## src/rtl/enclave_mem_pkg.sv

```systemverilog
// Shared types and default sizes for the enclave SRAM arbiter slice.
package enclave_mem_pkg;

  localparam int unsigned MEM_ADDR_W = 8;
  localparam int unsigned MEM_DATA_W = 32;

  typedef enum logic [1:0] {
    ST_IDLE     = 2'd0,
    ST_ACC_HOST = 2'd1,
    ST_ACC_CORE = 2'd2,
    ST_RESP     = 2'd3
  } arb_state_e;

endpackage

```

## src/rtl/enclave_sram_arbiter_if.sv

```systemverilog
// Bus bundle between the arbiter (slave side) and host, core and SRAM (master side).
interface enclave_sram_arbiter_if
  import enclave_mem_pkg::*;
#(
  parameter int unsigned ADDR_W = MEM_ADDR_W,
  parameter int unsigned DATA_W = MEM_DATA_W
);
  // Host: host_rd_i/host_wr_i are single-cycle pulses with no back-pressure.
  // Core: core_req_i (with we/addr/wdata) is held until the cycle core_gnt_o is
  // high; read data follows as a one-cycle core_rvalid_o the cycle after grant.
  logic              host_rd_i;
  logic              host_wr_i;
  logic [31:0]       host_addr_i;
  logic [DATA_W-1:0] host_wdata_i;
  logic [DATA_W-1:0] host_rdata_o;
  logic              host_busy_o;
  logic              host_ovf_o;
  logic              host_err_o;
  logic              core_req_i;
  logic              core_we_i;
  logic [ADDR_W-1:0] core_addr_i;
  logic [DATA_W-1:0] core_wdata_i;
  logic              core_gnt_o;
  logic              core_rvalid_o;
  logic [DATA_W-1:0] core_rdata_o;
  logic              sram_csb_o;
  logic              sram_web_o;
  logic [ADDR_W-1:0] sram_addr_o;
  logic [DATA_W-1:0] sram_din_o;
  logic [DATA_W-1:0] sram_dout_i;

  modport slave (
    input  host_rd_i, host_wr_i, host_addr_i, host_wdata_i,
    output host_rdata_o, host_busy_o, host_ovf_o, host_err_o,
    input  core_req_i, core_we_i, core_addr_i, core_wdata_i,
    output core_gnt_o, core_rvalid_o, core_rdata_o,
    output sram_csb_o, sram_web_o, sram_addr_o, sram_din_o,
    input  sram_dout_i
  );

  modport master (
    output host_rd_i, host_wr_i, host_addr_i, host_wdata_i,
    input  host_rdata_o, host_busy_o, host_ovf_o, host_err_o,
    output core_req_i, core_we_i, core_addr_i, core_wdata_i,
    input  core_gnt_o, core_rvalid_o, core_rdata_o,
    input  sram_csb_o, sram_web_o, sram_addr_o, sram_din_o,
    output sram_dout_i
  );
endinterface

```

## src/rtl/enclave_sram_arbiter_host_slot.sv

```systemverilog
// One-entry host request buffer with sticky overflow and error flags.
module arb_host_slot
  import enclave_mem_pkg::*;
#(
  parameter int unsigned ADDR_W = MEM_ADDR_W,
  parameter int unsigned DATA_W = MEM_DATA_W
) (
  input  logic              clk_i,
  input  logic              rst_i,
  input  logic              rd_i,
  input  logic              wr_i,
  input  logic [31:0]       addr_i,
  input  logic [DATA_W-1:0] wdata_i,
  input  logic              consume_i,
  output logic              valid_o,
  output logic              we_o,
  output logic [ADDR_W-1:0] addr_o,
  output logic [DATA_W-1:0] wdata_o,
  output logic              ovf_o,
  output logic              err_o
);

  logic              valid_q, valid_d;
  logic              we_q;
  logic [ADDR_W-1:0] addr_q;
  logic [DATA_W-1:0] wdata_q;
  logic              ovf_q, ovf_d;
  logic              err_q, err_d;
  logic              pulse, addr_ok, blocked, load;

  assign pulse   = rd_i | wr_i;
  assign addr_ok = ~|addr_i[31:ADDR_W];
  // A full slot still accepts a pulse when the arbiter drains it this cycle.
  assign blocked = valid_q & ~consume_i;
  assign load    = pulse & addr_ok & ~blocked;

  always_comb begin
    valid_d = load | (valid_q & ~consume_i);
    ovf_d   = ovf_q | (pulse & addr_ok & blocked);
    err_d   = err_q | (rd_i & wr_i) | (pulse & ~addr_ok);
  end

  always_ff @(posedge clk_i) begin
    if (rst_i) begin
      valid_q <= 1'b0;
      we_q    <= 1'b0;
      addr_q  <= '0;
      wdata_q <= '0;
      ovf_q   <= 1'b0;
      err_q   <= 1'b0;
    end else begin
      valid_q <= valid_d;
      ovf_q   <= ovf_d;
      err_q   <= err_d;
      if (load) begin
        we_q    <= wr_i;
        addr_q  <= addr_i[ADDR_W-1:0];
        wdata_q <= wdata_i;
      end
    end
  end

  assign valid_o = valid_q;
  assign we_o    = we_q;
  assign addr_o  = addr_q;
  assign wdata_o = wdata_q;
  assign ovf_o   = ovf_q;
  assign err_o   = err_q;

endmodule

```

## src/rtl/enclave_sram_arbiter.sv

```systemverilog
// Host/core arbiter for the enclave single-port SRAM.
// Optional core starvation guard: define ARB_STARVE_GUARD_EN.
module enclave_sram_arbiter
  import enclave_mem_pkg::*;
#(
  parameter int unsigned ADDR_W   = MEM_ADDR_W,
  parameter int unsigned DATA_W   = MEM_DATA_W,
  parameter int unsigned MAX_WAIT = 4
) (
  input  logic                   wb_clk_i,
  input  logic                   wb_rst_i,
  enclave_sram_arbiter_if.slave  bus,
  output arb_state_e             dbg_state_o
);

  arb_state_e        state_q, state_d;
  logic              owner_core_q, owner_core_d;
  logic              csb_q, csb_d, web_q, web_d;
  logic [ADDR_W-1:0] addr_q, addr_d;
  logic [DATA_W-1:0] din_q, din_d, rdata_q, rdata_d;
  logic              slot_valid, slot_we, consume;
  logic [ADDR_W-1:0] slot_addr;
  logic [DATA_W-1:0] slot_wdata;
  logic              host_win, core_win, force_core;

  arb_host_slot #(.ADDR_W(ADDR_W), .DATA_W(DATA_W)) u_slot (
    .clk_i     (wb_clk_i),
    .rst_i     (wb_rst_i),
    .rd_i      (bus.host_rd_i),
    .wr_i      (bus.host_wr_i),
    .addr_i    (bus.host_addr_i),
    .wdata_i   (bus.host_wdata_i),
    .consume_i (consume),
    .valid_o   (slot_valid),
    .we_o      (slot_we),
    .addr_o    (slot_addr),
    .wdata_o   (slot_wdata),
    .ovf_o     (bus.host_ovf_o),
    .err_o     (bus.host_err_o)
  );

  assign host_win = slot_valid & ~force_core;
  assign core_win = bus.core_req_i & ~host_win;

`ifdef ARB_STARVE_GUARD_EN
  localparam int unsigned CntW = $clog2(MAX_WAIT + 1);
  logic [CntW-1:0] wait_q, wait_d;

  assign force_core = bus.core_req_i & (wait_q >= CntW'(MAX_WAIT));

  always_comb begin
    wait_d = wait_q;
    if (state_q == ST_IDLE) begin
      if (core_win)
        wait_d = '0;
      else if (bus.core_req_i && host_win && wait_q != CntW'(MAX_WAIT))
        wait_d = wait_q + 1'b1;
    end
  end

  always_ff @(posedge wb_clk_i) begin
    if (wb_rst_i) wait_q <= '0;
    else          wait_q <= wait_d;
  end
`else
  assign force_core = 1'b0 && (MAX_WAIT > 0);
`endif

  always_ff @(posedge wb_clk_i) begin
    if (wb_rst_i) begin
      state_q      <= ST_IDLE;
      owner_core_q <= 1'b0;
    end else begin
      state_q      <= state_d;
      owner_core_q <= owner_core_d;
    end
  end

  always_comb begin
    state_d      = state_q;
    owner_core_d = owner_core_q;
    unique case (state_q)
      ST_IDLE: begin
        if (host_win) begin
          state_d      = ST_ACC_HOST;
          owner_core_d = 1'b0;
        end else if (core_win) begin
          state_d      = ST_ACC_CORE;
          owner_core_d = 1'b1;
        end
      end
      // web_q high means the access being driven is a read.
      ST_ACC_HOST, ST_ACC_CORE: state_d = web_q ? ST_RESP : ST_IDLE;
      ST_RESP:                  state_d = ST_IDLE;
      default:                  state_d = ST_IDLE;
    endcase
  end

  always_comb begin
    csb_d   = 1'b1;
    web_d   = 1'b1;
    addr_d  = addr_q;
    din_d   = din_q;
    rdata_d = rdata_q;
    if (state_q == ST_IDLE && host_win) begin
      csb_d  = 1'b0;
      web_d  = ~slot_we;
      addr_d = slot_addr;
      din_d  = slot_wdata;
    end else if (state_q == ST_IDLE && core_win) begin
      csb_d  = 1'b0;
      web_d  = ~bus.core_we_i;
      addr_d = bus.core_addr_i;
      din_d  = bus.core_wdata_i;
    end
    if (state_q == ST_RESP && !owner_core_q) rdata_d = bus.sram_dout_i;
  end

  always_ff @(posedge wb_clk_i) begin
    if (wb_rst_i) begin
      csb_q   <= 1'b1;
      web_q   <= 1'b1;
      addr_q  <= '0;
      din_q   <= '0;
      rdata_q <= '0;
    end else begin
      csb_q   <= csb_d;
      web_q   <= web_d;
      addr_q  <= addr_d;
      din_q   <= din_d;
      rdata_q <= rdata_d;
    end
  end

  // Strobes are masked by reset so a read caught by reset is dropped, not returned.
  always_comb begin
    consume            = (state_q == ST_IDLE) & host_win;
    bus.core_gnt_o     = (state_q == ST_ACC_CORE) & ~wb_rst_i;
    bus.core_rvalid_o  = (state_q == ST_RESP) & owner_core_q & ~wb_rst_i;
    bus.core_rdata_o   = bus.core_rvalid_o ? bus.sram_dout_i : '0;
    bus.host_busy_o    = slot_valid | (state_q == ST_ACC_HOST) |
                         ((state_q == ST_RESP) & ~owner_core_q);
  end

  assign bus.host_rdata_o = rdata_q;
  assign bus.sram_csb_o   = csb_q;
  assign bus.sram_web_o   = web_q;
  assign bus.sram_addr_o  = addr_q;
  assign bus.sram_din_o   = din_q;
  assign dbg_state_o      = state_q;

endmodule

```

## src/flat_wrapper.sv

```systemverilog
// flat-port wrapper written by rule: the top's interface ports become plain ports
module enclave_sram_arbiter_flat import enclave_mem_pkg::*;
#(
  parameter int unsigned ADDR_W   = MEM_ADDR_W,
  parameter int unsigned DATA_W   = MEM_DATA_W,
  parameter int unsigned MAX_WAIT = 4
)
  (wb_clk_i, wb_rst_i, dbg_state_o, bus_host_rd_i, bus_host_wr_i, bus_host_addr_i, bus_host_wdata_i, bus_host_rdata_o, bus_host_busy_o, bus_host_ovf_o, bus_host_err_o, bus_core_req_i, bus_core_we_i, bus_core_addr_i, bus_core_wdata_i, bus_core_gnt_o, bus_core_rvalid_o, bus_core_rdata_o, bus_sram_csb_o, bus_sram_web_o, bus_sram_addr_o, bus_sram_din_o, bus_sram_dout_i);
  enclave_sram_arbiter_if #(.ADDR_W(ADDR_W), .DATA_W(DATA_W)) bus_i ();
  input  logic wb_clk_i;
  input  logic wb_rst_i;
  output arb_state_e dbg_state_o;
  input wire logic [$bits(bus_i.host_rd_i)-1:0] bus_host_rd_i;
  input wire logic [$bits(bus_i.host_wr_i)-1:0] bus_host_wr_i;
  input wire logic [$bits(bus_i.host_addr_i)-1:0] bus_host_addr_i;
  input wire logic [$bits(bus_i.host_wdata_i)-1:0] bus_host_wdata_i;
  output wire logic [$bits(bus_i.host_rdata_o)-1:0] bus_host_rdata_o;
  output wire logic [$bits(bus_i.host_busy_o)-1:0] bus_host_busy_o;
  output wire logic [$bits(bus_i.host_ovf_o)-1:0] bus_host_ovf_o;
  output wire logic [$bits(bus_i.host_err_o)-1:0] bus_host_err_o;
  input wire logic [$bits(bus_i.core_req_i)-1:0] bus_core_req_i;
  input wire logic [$bits(bus_i.core_we_i)-1:0] bus_core_we_i;
  input wire logic [$bits(bus_i.core_addr_i)-1:0] bus_core_addr_i;
  input wire logic [$bits(bus_i.core_wdata_i)-1:0] bus_core_wdata_i;
  output wire logic [$bits(bus_i.core_gnt_o)-1:0] bus_core_gnt_o;
  output wire logic [$bits(bus_i.core_rvalid_o)-1:0] bus_core_rvalid_o;
  output wire logic [$bits(bus_i.core_rdata_o)-1:0] bus_core_rdata_o;
  output wire logic [$bits(bus_i.sram_csb_o)-1:0] bus_sram_csb_o;
  output wire logic [$bits(bus_i.sram_web_o)-1:0] bus_sram_web_o;
  output wire logic [$bits(bus_i.sram_addr_o)-1:0] bus_sram_addr_o;
  output wire logic [$bits(bus_i.sram_din_o)-1:0] bus_sram_din_o;
  input wire logic [$bits(bus_i.sram_dout_i)-1:0] bus_sram_dout_i;
  assign bus_i.host_rd_i = bus_host_rd_i;
  assign bus_i.host_wr_i = bus_host_wr_i;
  assign bus_i.host_addr_i = bus_host_addr_i;
  assign bus_i.host_wdata_i = bus_host_wdata_i;
  assign bus_host_rdata_o = bus_i.host_rdata_o;
  assign bus_host_busy_o = bus_i.host_busy_o;
  assign bus_host_ovf_o = bus_i.host_ovf_o;
  assign bus_host_err_o = bus_i.host_err_o;
  assign bus_i.core_req_i = bus_core_req_i;
  assign bus_i.core_we_i = bus_core_we_i;
  assign bus_i.core_addr_i = bus_core_addr_i;
  assign bus_i.core_wdata_i = bus_core_wdata_i;
  assign bus_core_gnt_o = bus_i.core_gnt_o;
  assign bus_core_rvalid_o = bus_i.core_rvalid_o;
  assign bus_core_rdata_o = bus_i.core_rdata_o;
  assign bus_sram_csb_o = bus_i.sram_csb_o;
  assign bus_sram_web_o = bus_i.sram_web_o;
  assign bus_sram_addr_o = bus_i.sram_addr_o;
  assign bus_sram_din_o = bus_i.sram_din_o;
  assign bus_i.sram_dout_i = bus_sram_dout_i;
  enclave_sram_arbiter #(.ADDR_W(ADDR_W), .DATA_W(DATA_W), .MAX_WAIT(MAX_WAIT)) u_core (.wb_clk_i(wb_clk_i), .wb_rst_i(wb_rst_i), .bus(bus_i), .dbg_state_o(dbg_state_o));
endmodule
```

## config.mk

```make
export PLATFORM = sky130hd
export DESIGN_NAME = enclave_sram_arbiter_flat
export DESIGN_NICKNAME = d
export VERILOG_FILES = /design/src/rtl/enclave_mem_pkg.sv /design/src/rtl/enclave_sram_arbiter_if.sv /design/src/rtl/enclave_sram_arbiter_host_slot.sv /design/src/rtl/enclave_sram_arbiter.sv /design/src/flat_wrapper.sv
export SDC_FILE = /design/constraint.sdc
export NUM_CORES = 1
export LEC_CHECK = 0
export CAP_MARGIN = 0
export CORE_MARGIN = 3
export CORE_UTILIZATION = 41
export DETAILED_ROUTE_END_ITERATION = 8
export GPL_TIMING_DRIVEN = 0
export PLACE_DENSITY = 0.91
export SKIP_LAST_GASP = 1
export SLEW_MARGIN = 20
export SYNTH_ARGS = -nofsm -noshare
export SYNTH_HDL_FRONTEND = slang
export SYNTH_SLANG_ARGS = --single-unit
```

## constraint.sdc

```tcl
create_clock -name wb_clk_i -period 2.4 [get_ports wb_clk_i]
set_input_delay 0.72 -clock wb_clk_i [delete_from_list [all_inputs] [get_ports wb_clk_i]]
set_output_delay 0.72 -clock wb_clk_i [all_outputs]
set_load 0.05 [all_outputs]
```

==> results.md <==
- Power share of the clock group: around two fifths
- Syn avg cell area: 8.47 um2
- MaxCap Viol Count: 0
- Synthesized Nets: 787
- DRC: 0
- CP Class: register to output port
- GPL Wtd Cong: 0.809
- Relative slew slack: 56.3%
- Register bit total from synthesis: roughly 120
- Dpl cell area: 0.00820 mm2
- Fin cells: approximately 1100
- Critical path launch point type: register
- CP endpoint: bus_host_busy_o
- DR pass1 iterations: 5
- Sequential power share: 32.6%
- Synth cell count leaders: dfxtp_1, nand2_1, nand2b_1, nor2_1, clkbuf_1
- Total power: 7.04 mW
- Die area: 0.0146 mm2
- Clock Path Buffers: 2
- Clock Skew: 6.59 ps
- Routed Antenna Nets: 0
- R2R depth: 8
- Vias in the first global route: 5715
- Placed insts: 1066
- Detailed Place HPWL: ~14 mm
- Clk pin slew, worst setup/hold paths: ~50 ps
- Die X: approximately 120 um
- Worst Hold Class: register to register
- Combinational power share: about 29%
- Post-layout util: between 70% and 80%
- Top-count cell post-synth: dfxtp_1
- Final global-route overflow total: 0
- Area share of the largest cell type after synthesis: 44.7%
- # IOs: 255
- Antenna violations before repair: 0
- Reg2Reg Capture Point: u_core.bus.sram_din_o[9]
- Row cnt: 41
- Synth warn: 0
- Achievable frequency: around 0.42 GHz
- CP required: 1680 ps
- Ys async rst share: 0%
- Setup WS pre-CTS: -1280 ps
- Synth area leaders: dfxtp_1, nand2b_1, nand2_1
- CTS H-tree lvls: 4
- Primary FF master, synth: dfxtp_1
- Nets: around 1100
- Status: complete, no violations
- Critical R2R Launch: u_core.dbg_state_o[0]
- Final worst slack: approximately 5.4 ps
- Clk_lat worst skew: 410 ps
- First-pass GRT wire length: 29.1 mm
- Setup slack, reg-to-reg: 180 ps
- Register area share after synthesis: 44.7%
- Gr usage total: 25.4%
- Net Switching: 2.25 mW
- Cell-internal power: 4.79 mW
- Actual slew at the worst max-slew pin: 656 ps
- CTS tree: yes
- Clk sink count: 121
- Largest area contributor in the netlist: dfxtp_1
- WL final: 19.0 mm
- Initial DRC count: 352
- Starting density of the core: 42.4%
- Largest net degree at the start of global routing: 17
- WL/cell: 17.2 um
- DR vias/cell: 5.12
- Pins Over Slew Limit: 0
- Post-synthesis cell type count: 35
- Tcrit/Tclk final: 99.8%
- Final worst path period need: roughly 2400 ps
- Maximum VDD drop: about 520 uV
- CP Capture Type: output port
- Leak pwr: 3.37 nW
- Post-synth EDFFs: 0
- Port Buffers: about 250
- Fin area: 0.00910 mm2
- Net Sw Frac: 32.0%
- # diodes: 0
- Setup violators final: 0
- Worst Setup SP: u_core.u_slot.valid_o
- Syn Inst Count: 640
- Die Ht: 121 um
- Max Fanout on Critical Path: 10
- Fraction of layout cells with a size suffix above 1: 13.3%
- Root Buffer: clkbuf_16
- Synth Cell Area: 0.00542 mm2
- Syn-to-layout area delta: 67.9%
- Vias: 5638
- Pwr Density: 774 mW/mm2
- Worst EP arrival: 1670 ps
- RSZ-0062 raised after global routing: true
- Inserted Clock Buffers: 17
- Core box area: 0.0128 mm2
- Final hold vios: 0
## placed cells by master, fill, tap and decap left out, drive strengths merged, types with 2 or more instances in the layout
cell type      instances
nor2b                  2
a211oi                 4
a221oi                 2
buf                   52
nor4                   6
a21oi                 34
bufinv                 3
and2                  32
mux2i                 40
nand2                111
o21ai                  3
clkbuf                68
ha                     5
nor3                   3
nand2b                84
clkdlybuf4s50        218
or3                    2
nor2                  46
dfxtp                121
a311oi                37
nand3                 38
inv                    5
clkinv                 2
## power by group through the flow
stage / clock network (mW) / registers (mW) / logic, mW
final: 2.72 / 2.30 / 2.02
after detailed placement: 0 / 2.32 / 1.99
after floorplan: 0 / 2.91 / 0.593
after CTS: 2.75 / 2.30 / 2.02
after global routing: 2.84 / 2.31 / 2.15
after global placement: 0 / 2.32 / 1.96
## registers in the layout, indices dropped and copies added, names as in the netlist
signal / flops
u_core.u_slot.addr_o: 8
u_core.owner_core_q: 1
u_core.u_slot.ovf_o: 1
u_core.dbg_state_o: 2
u_core.bus.sram_web_o: 1
u_core.bus.host_rdata_o: 32
u_core.u_slot.valid_o: 1
u_core.bus.sram_din_o: 32
u_core.bus.sram_csb_o: 1
u_core.u_slot.err_o: 1
u_core.bus.sram_addr_o: 8
u_core.u_slot.we_o: 1
u_core.u_slot.wdata_o: 32
## logic make-up after synthesis
logic type               synth area share (%)
AND/OR/NAND/NOR                          30.8
AO/OA/AOI/OAI                            11.2
flip-flops                               44.7
buffers and inverters                    4.78
multiplexers                             7.39
adder cells (fa/ha/maj)                  1.15
## what timing repair did
| item | CTS | global route |
|---|---|---|
| gates resized for setup | 293 | 18 |
| setup endpoints to repair | 105 | 70 |
| buffers inserted | 0 | 2 |
| cloned | 4 | 0 |
| hold buffers | 0 | 0 |
| pin swaps | 17 | 4 |
## worst min-delay path by stage
stage	from	endpoint	cells past startpoint
floorplan	u_core.u_slot.wdata_o[27]	u_core.u_slot.wdata_o[27]	2
global placement	u_core.bus.host_rdata_o[4]	u_core.bus.host_rdata_o[4]	2
detailed placement	u_core.bus.host_rdata_o[16]	u_core.bus.host_rdata_o[16]	2
CTS	u_core.bus.host_rdata_o[16]	u_core.bus.host_rdata_o[16]	2
global route	u_core.bus.host_rdata_o[1]	u_core.bus.host_rdata_o[1]	2
finish	u_core.bus.host_rdata_o[8]	u_core.bus.host_rdata_o[8]	2
## through the flow
stage | hold slack, ps | TNS (ps)
floorplan | 446 | 0
global placement | 442 | -79310
detailed placement | 446 | -82430
CTS | 453 | -983
global route | 470 | -589
finish | 453 | 0
## layout make-up
type	count	area, um2
fillers	908	3670
multi-input cells	460	2830
repair buffers	259	2660
flip-flops and latches	121	2430
clock buffers	25	536
plain buffers	54	297
well taps	172	215
clock inverters	6	108
inverters	5	18.8
## worst max-delay path, stage by stage, from the launching register on
cell and delay (ps):
dfxtp_1 340, clkbuf_1 280, or3_1 440, buf_4 200
## per-layer routing
| metal | GRT usage (%) | share of wire (%) | vias up |
|---|---|---|---|
| li1 | - | - | 2729 |
| met1 | 28.4 | 39 | 2633 |
| met2 | 45.2 | 50 | 233 |
| met3 | 7.51 | 8.0 | 43 |
| met4 | 10.1 | 2.7 | 0 |
| met5 | 0 | 0 | - |
No activity file was read; power rests on OpenSTA's default activity.
